<file path="config.mk">
export PLATFORM = sky130hd
export DESIGN_NAME = sti_rx_deframer_flat
export DESIGN_NICKNAME = d
export VERILOG_FILES = /design/src/rtl/sti_pkg.sv /design/src/rtl/sti_rx_deframer_if.sv /design/src/rtl/sti_rx_fifo.sv /design/src/rtl/sti_rx_deframer.sv /design/src/flat_wrapper.sv
export SDC_FILE = /design/constraint.sdc
export NUM_CORES = 1
export LEC_CHECK = 0
export ABC_AREA = 1
export BUFFER_PORTS_ARGS = -buffer_cell sky130_fd_sc_hd__buf_2
export CORE_MARGIN = 1.5
export CORE_UTILIZATION = 46
export CTS_CLUSTER_SIZE = 14
export DETAILED_ROUTE_END_ITERATION = 12
export GPL_TIMING_DRIVEN = 1
export PLACE_DENSITY = 0.67
export SYNTH_ARGS = -nofsm -noshare
export SYNTH_HDL_FRONTEND = slang
export SYNTH_SLANG_ARGS = --single-unit
</file>
<file path="constraint.sdc">
create_clock -name clk -period 2.9 [get_ports clk]
set_input_delay 0.58 -clock clk [delete_from_list [all_inputs] [get_ports clk]]
set_output_delay 0.58 -clock clk [all_outputs]
set_load 0.01 [all_outputs]
</file>
<file path="src/rtl/sti_pkg.sv">
// sti_pkg: shared types for the STI serial receive path (FSM states, length codes, FIFO entry)
package sti_pkg;

    typedef enum logic [1:0] {IDLE, RECV, FIN} rx_state_t;

    localparam logic [1:0] LEN_8  = 2'd0;
    localparam logic [1:0] LEN_16 = 2'd1;
    localparam logic [1:0] LEN_24 = 2'd2;
    localparam logic [1:0] LEN_32 = 2'd3;

    typedef struct packed {
        logic [31:0] data;
        logic [1:0]  len;
        logic        err;
    } rx_entry_t;

endpackage

</file>
<file path="src/rtl/sti_rx_deframer_if.sv">
// sti_rx_deframer_if: valid/ready parallel port carrying rebuilt frames to the consumer
interface sti_rx_deframer_if;
    logic        rx_valid;
    logic        rx_ready;
    logic [31:0] rx_data;
    logic [1:0]  rx_len;
    logic        rx_err;

    modport master (output rx_valid, rx_data, rx_len, rx_err, input rx_ready);
    modport slave  (input rx_valid, rx_data, rx_len, rx_err, output rx_ready);
endinterface

</file>
<file path="src/rtl/sti_rx_fifo.sv">
// sti_rx_fifo: DEPTH-entry synchronous FIFO of frame entries; a pop frees room for a same-cycle push
module sti_rx_fifo
    import sti_pkg::*;
#(
    parameter int DEPTH = 2
) (
    input  logic      clk,
    input  logic      reset_n,
    input  logic      push,
    input  logic      pop,
    input  rx_entry_t din,
    output rx_entry_t dout,
    output logic      full,
    output logic      empty
);
    localparam int AW = (DEPTH > 1) ? $clog2(DEPTH) : 1;

    rx_entry_t       mem [DEPTH];
    logic [AW-1:0]   wp, rp;
    logic [AW:0]     cnt;
    logic            wr, rd;

    assign rd    = pop && !empty;
    assign wr    = push && (!full || rd);
    assign full  = cnt == (AW+1)'(DEPTH);
    assign empty = cnt == '0;
    assign dout  = mem[rp];

    // storage, pointers and occupancy; memory is cleared so the head reads 0 out of reset
    always_ff @(posedge clk or negedge reset_n) begin
        if (!reset_n) begin
            wp  <= '0;
            rp  <= '0;
            cnt <= '0;
            for (int i = 0; i < DEPTH; i++) mem[i] <= '0;
        end else begin
            if (wr) begin
                mem[wp] <= din;
                wp      <= wp + 1'b1;
            end
            if (rd) rp <= rp + 1'b1;
            cnt <= cnt + (AW+1)'(wr) - (AW+1)'(rd);
        end
    end

endmodule

</file>
<file path="src/rtl/sti_rx_deframer.sv">
// sti_rx_deframer: rebuilds serial frames into right-aligned words; STI_RX_CHKSUM_EN adds a byte checksum
module sti_rx_deframer
    import sti_pkg::*;
#(
    parameter int DEPTH    = 2,
    parameter int MAX_BITS = 32
) (
    input  logic              clk,
    input  logic              reset_n,
    input  logic              so_data,
    input  logic              so_valid,
    input  logic              oem_finish,
    sti_rx_deframer_if.master rx,
    output logic              ovf,
    output logic              done
`ifdef STI_RX_CHKSUM_EN
    ,
    output logic [7:0]        chksum
`endif
);
    localparam logic [5:0] SAT = 6'(MAX_BITS + 1);

    rx_state_t   state;
    logic [5:0]  cnt;
    logic [31:0] sh, mask;
    logic        fin_l, close, pop, full, empty, err;
    logic [1:0]  len;
    rx_entry_t   entry, head;

    assign close = (state == RECV) && !so_valid;
    assign pop   = !empty && rx.rx_ready;
    assign mask  = (cnt >= 6'd32) ? '1 : (32'd1 << cnt) - 32'd1;
    assign entry = '{data: sh & mask, len: len, err: err};

    // length code and error flag from the bit count at frame close
    always_comb begin
        err = 1'b0;
        len = LEN_8;
        case (cnt)
            6'd8:    len = LEN_8;
            6'd16:   len = LEN_16;
            6'd24:   len = LEN_24;
            6'd32:   len = LEN_32;
            default: begin
                err = 1'b1;
                len = (cnt == SAT) ? LEN_32 : LEN_8;
            end
        endcase
    end

    // receive FSM: shift in bits, count with saturation, latch end-of-stream, sticky overflow
    always_ff @(posedge clk or negedge reset_n) begin
        if (!reset_n) begin
            state <= IDLE;
            cnt   <= '0;
            sh    <= '0;
            fin_l <= 1'b0;
            ovf   <= 1'b0;
        end else begin
            fin_l <= fin_l | oem_finish;
            if (close && full && !pop) ovf <= 1'b1;
            case (state)
                IDLE: begin
                    if (so_valid) begin
                        state <= RECV;
                        sh    <= {sh[30:0], so_data};
                        cnt   <= 6'd1;
                    end else if (fin_l) begin
                        state <= FIN;
                    end
                end
                RECV: begin
                    if (so_valid) begin
                        sh  <= {sh[30:0], so_data};
                        cnt <= (cnt == SAT) ? cnt : cnt + 6'd1;
                    end else begin
                        state <= IDLE;
                        cnt   <= '0;
                    end
                end
                default: ;
            endcase
        end
    end

    sti_rx_fifo #(.DEPTH(DEPTH)) u_fifo (
        .clk     (clk),
        .reset_n (reset_n),
        .push    (close),
        .pop     (pop),
        .din     (entry),
        .dout    (head),
        .full    (full),
        .empty   (empty)
    );

    assign rx.rx_valid = !empty;
    assign rx.rx_data  = head.data;
    assign rx.rx_len   = head.len;
    assign rx.rx_err   = head.err;
    assign done        = (state == FIN) && empty;

`ifdef STI_RX_CHKSUM_EN
    // running byte sum of every accepted good frame; no pushes happen once done
    always_ff @(posedge clk or negedge reset_n) begin
        if (!reset_n) chksum <= '0;
        else if (close && !err && (!full || pop) && !done)
            chksum <= chksum + entry.data[31:24] + entry.data[23:16] + entry.data[15:8] + entry.data[7:0];
    end
`endif

endmodule

</file>
<file path="src/flat_wrapper.sv">
// flat-port wrapper written by rule: the top's interface ports become plain ports
module sti_rx_deframer_flat import sti_pkg::*;
#(
    parameter int DEPTH    = 2,
    parameter int MAX_BITS = 32
)
  (clk, reset_n, so_data, so_valid, oem_finish, ovf, done, rx_rx_valid, rx_rx_data, rx_rx_len, rx_rx_err, rx_rx_ready);
  sti_rx_deframer_if rx_i ();
  input  logic clk;
  input  logic reset_n;
  input  logic so_data;
  input  logic so_valid;
  input  logic oem_finish;
  output logic ovf;
  output logic done;
  output wire logic [$bits(rx_i.rx_valid)-1:0] rx_rx_valid;
  output wire logic [$bits(rx_i.rx_data)-1:0] rx_rx_data;
  output wire logic [$bits(rx_i.rx_len)-1:0] rx_rx_len;
  output wire logic [$bits(rx_i.rx_err)-1:0] rx_rx_err;
  input wire logic [$bits(rx_i.rx_ready)-1:0] rx_rx_ready;
  assign rx_rx_valid = rx_i.rx_valid;
  assign rx_rx_data = rx_i.rx_data;
  assign rx_rx_len = rx_i.rx_len;
  assign rx_rx_err = rx_i.rx_err;
  assign rx_i.rx_ready = rx_rx_ready;
  sti_rx_deframer #(.DEPTH(DEPTH), .MAX_BITS(MAX_BITS)) u_core (.clk(clk), .reset_n(reset_n), .so_data(so_data), .so_valid(so_valid), .oem_finish(oem_finish), .rx(rx_i), .ovf(ovf), .done(done));
endmodule
</file>
==> key figures <==
Status
  – Status: completed

Pwr
  – Switching power total: 1.90 mW
  – Internal: 3.62 mW
  – Pwr Density: 752 mW/mm^2
  – Clock share of power: 35.3%
  – Total power: 5.52 mW
  – Combinational share of power: 28.1%
  – Peak supply drop: 0.389 mV
  – Part of the power in registers: 36.6%
  – P_leak: 4.31 nW
  – Sw Ratio: 34.4%

Route
  – Number of remaining DRC errors: 0
  – Vias: 5974
  – Starting DRT DRC Count: 546
  – Final wirelength: 17.0 mm
  – Avg Vias per Cell: 5.25
  – DR WL/cell: 15.0 um
  – Post-route ant nets: 0
  – TritonRoute pass-1 iters: 5

Clock tree
  – H-tree depth: 4
  – Hold buffer count at CTS: 0
  – Longest Clk Path Bufs: 2
  – Clock-pin slew on the worst setup and hold paths: 0.05 ns
  – Post-CTS resize count: 0
  – CTS root buffer: clkbuf_16
  – CTS tree: yes
  – Post-CTS Setup Bufs: 0
  – Worst skew pair latency: 0.42 ns
  – Sink Count: 116
  – Cts bufs inserted: 17

Global route
  – Pin count of the biggest net entering global routing: 45
  – First-pass GRT wire length: 28.8 mm
  – Congestion Overflow GR: 0
  – Total global-route track usage: 25.6%
  – Number of global-route vias before repair: 5731
  – Initial antenna violation count: 0

Placed design
  – Area post-placement: 0.00679 sq mm
  – Placed insts: 1107
  – Routability cong.: 0.996
  – Dpl hpwl: 11.6 mm
  – Input/output buffers: 43

Synthesis
  – Post-synthesis register bit count: 116
  – Count leader, synth: nand2_1
  – Synth area leader: dfrtp_1
  – Synth cell count leaders: nand2_1, dfrtp_1, nor2_1
  – Synth Instances: 911
  – Synth warn: 0
  – Cell variety after synth: 36
  – Area share of the largest cell type after synthesis: 45.5%
  – Area contributors post-synth: dfrtp_1, nand2_1, nand3_1, nor2_1, inv_1
  – Synth Area per Inst: 7.00 sq um
  – Ys flop type: dfrtp_1
  – Post-synth EDFFs: 0
  – Synth Cell Area: 0.00637 sq mm
  – Post-synthesis sequential area ratio: 45.5%
  – Syn nets: 926
  – Asr flop ratio synth: 100%

Die
  – Die W: 121 um
  – # rows: 42
  – Initial Util: 47.6%
  – Die area: 0.0146 sq mm
  – CORE AREA: 0.0134 sq mm
  – Die Ht: 121 um
  – I/O pin count: 44

Cells and area
  – Multi-input gate area: 0.00309 sq mm
  – Layout Nets: 965
  – Synthesis-to-layout area growth: 15.1%
  – Fillers: 1303
  – Reg area: 0.00290 sq mm
  – Antenna Cells: 0
  – Share of layout cells above drive strength 1: 11.9%
  – Fin cells: 1137
  – Design Area, Final: 0.00734 sq mm

Setup path
  – CP Capture Type: flip-flop
  – Worst-case reg-to-reg path depth: 11
  – R2r setup slk: 0.39 ns
  – Worst-path fanout max: 10
  – Origin of the critical flop-to-flop path: u_core.cnt[1]
  – Worst EP arrival: 2.85 ns
  – Reg-to-Reg End: u_core.u_fifo.mem[17]
  – Critical path class: flip-flop to flip-flop
  – Crit path launch type: flip-flop
  – Worst EP required: 3.24 ns
  – CP Launch Point: u_core.cnt[1]

STA
  – Worst Max-Slew Pin Slew: 0.571 ns
  – Slew HR: 61.4%
  – Final slew viol count: 0
  – Period utilization: 86.7%
  – RSZ-0062 raised after global routing: no
  – # setup viols final: 0
  – Max Fclk: 0.398 GHz
  – Worst Skew: 0.00856 ns
  – Crit path time final: 2.51 ns
  – Final hold violation count: 0
  – Setup TNS: 0 ns

Flow run
  – Max-cap violations: 0

Hold path
  – Hold Crit Class: primary input to asynchronous set/reset pin
==> worst max path at each step <==
stage / to / slack [ns]
2_1_floorplan: u_core.u_fifo.mem[11] / 0.67
3_3_place_gp: u_core.u_fifo.mem[52] / 0.56
3_5_place_dp: u_core.u_fifo.mem[46] / 0.52
4_1_cts: u_core.u_fifo.mem[17] / 0.45
5_1_grt: u_core.u_fifo.mem[52] / 0.20
6_report: u_core.u_fifo.mem[17] / 0.39
==> cell type report <==
type	count	area share, %
Clock buffer	25	6.75
Tap cell	176	3.00
Sequential cell	116	39.6
Timing Repair Buffer	57	4.74
Inverter	62	3.17
Clock inverter	5	0.682
Multi-Input combinational cell	696	42.1
==> cells in the final DEF (no fill, tap or decap), types with 2 or more instances in the layout <==
cell type / n
a21oi_1: 11
buf_12: 2
buf_2: 42
buf_4: 13
clkbuf_1: 4
clkbuf_16: 17
clkbuf_8: 4
clkinv_2: 4
dfrtp_1: 116
ha_1: 9
inv_1: 54
inv_2: 8
nand2_1: 432
nand2_2: 5
nand3_1: 58
nand3_2: 2
nand3b_1: 2
nand4_1: 24
nor2_1: 65
nor2_2: 9
nor2_4: 5
nor3_1: 2
o211ai_1: 4
o21ai_0: 34
o21ai_1: 15
o21bai_1: 2
o311ai_0: 2
xnor2_1: 3
xor2_1: 3
==> state kept, by name, indices dropped and copies added (netlist names) <==
signal / flops
u_core.u_fifo.rp: 1
u_core.fin_l: 1
u_core.ovf: 1
u_core.state: 2
u_core.sh: 32
u_core.cnt: 6
u_core.u_fifo.mem: 70
u_core.u_fifo.cnt: 2
u_core.u_fifo.wp: 1
==> metrics by stage <==
stage          utilization (%)  hold WS (ns)  setup slack (ns)
6_report                  54.8         0.161             0.385
5_1_grt                   54.8         0.197             0.196
4_1_cts                   54.8         0.166             0.449
2_1_floorplan                -         0.284             0.665
3_5_place_dp              50.7         0.466             0.516
3_3_place_gp              50.7         0.463             0.558
==> critical path: stages (launching register included) <==
cell and delay, ns:
dfrtp_1 0.42, inv_1 0.16, ha_1 0.38, nand2_1 0.11, nor2_1 0.22, inv_1 0.11, ha_1 0.23, nand4_1 0.26
nor2_1 0.16, nand2_1 0.09, nand3_1 0.13, o21ai_1 0.17
==> logic make-up after synthesis <==
group	after synthesis	share of synthesized area [%]
flip-flops	116	45.5
XOR/XNOR	6	0.824
AND/OR/NAND/NOR	608	39.5
buffers and inverters	99	6.12
AO/OA/AOI/OAI	73	6.26
adder cells (fa/ha/maj)	9	1.77
==> layer usage <==
metal | up-vias | GRT usage, % | wire (um)
met4 | 0 | 11.6 | 480
met3 | 34 | 5.38 | 840
met2 | 187 | 38.8 | 7540
li1 | 2957 | - | -
met1 | 2796 | 35.3 | 8180
met5 | - | 0 | 0
==> power groups by stage <==
stage	registers [mW]	clock network (mW)	logic, mW
detailed placement	2.04	0	1.54
CTS	2.02	1.97	1.55
floorplan	2.00	0	1.07
global route	2.05	2.05	1.77
global placement	2.03	0	1.52
finish	2.02	1.95	1.55
Power figures use the tool's default switching activity.
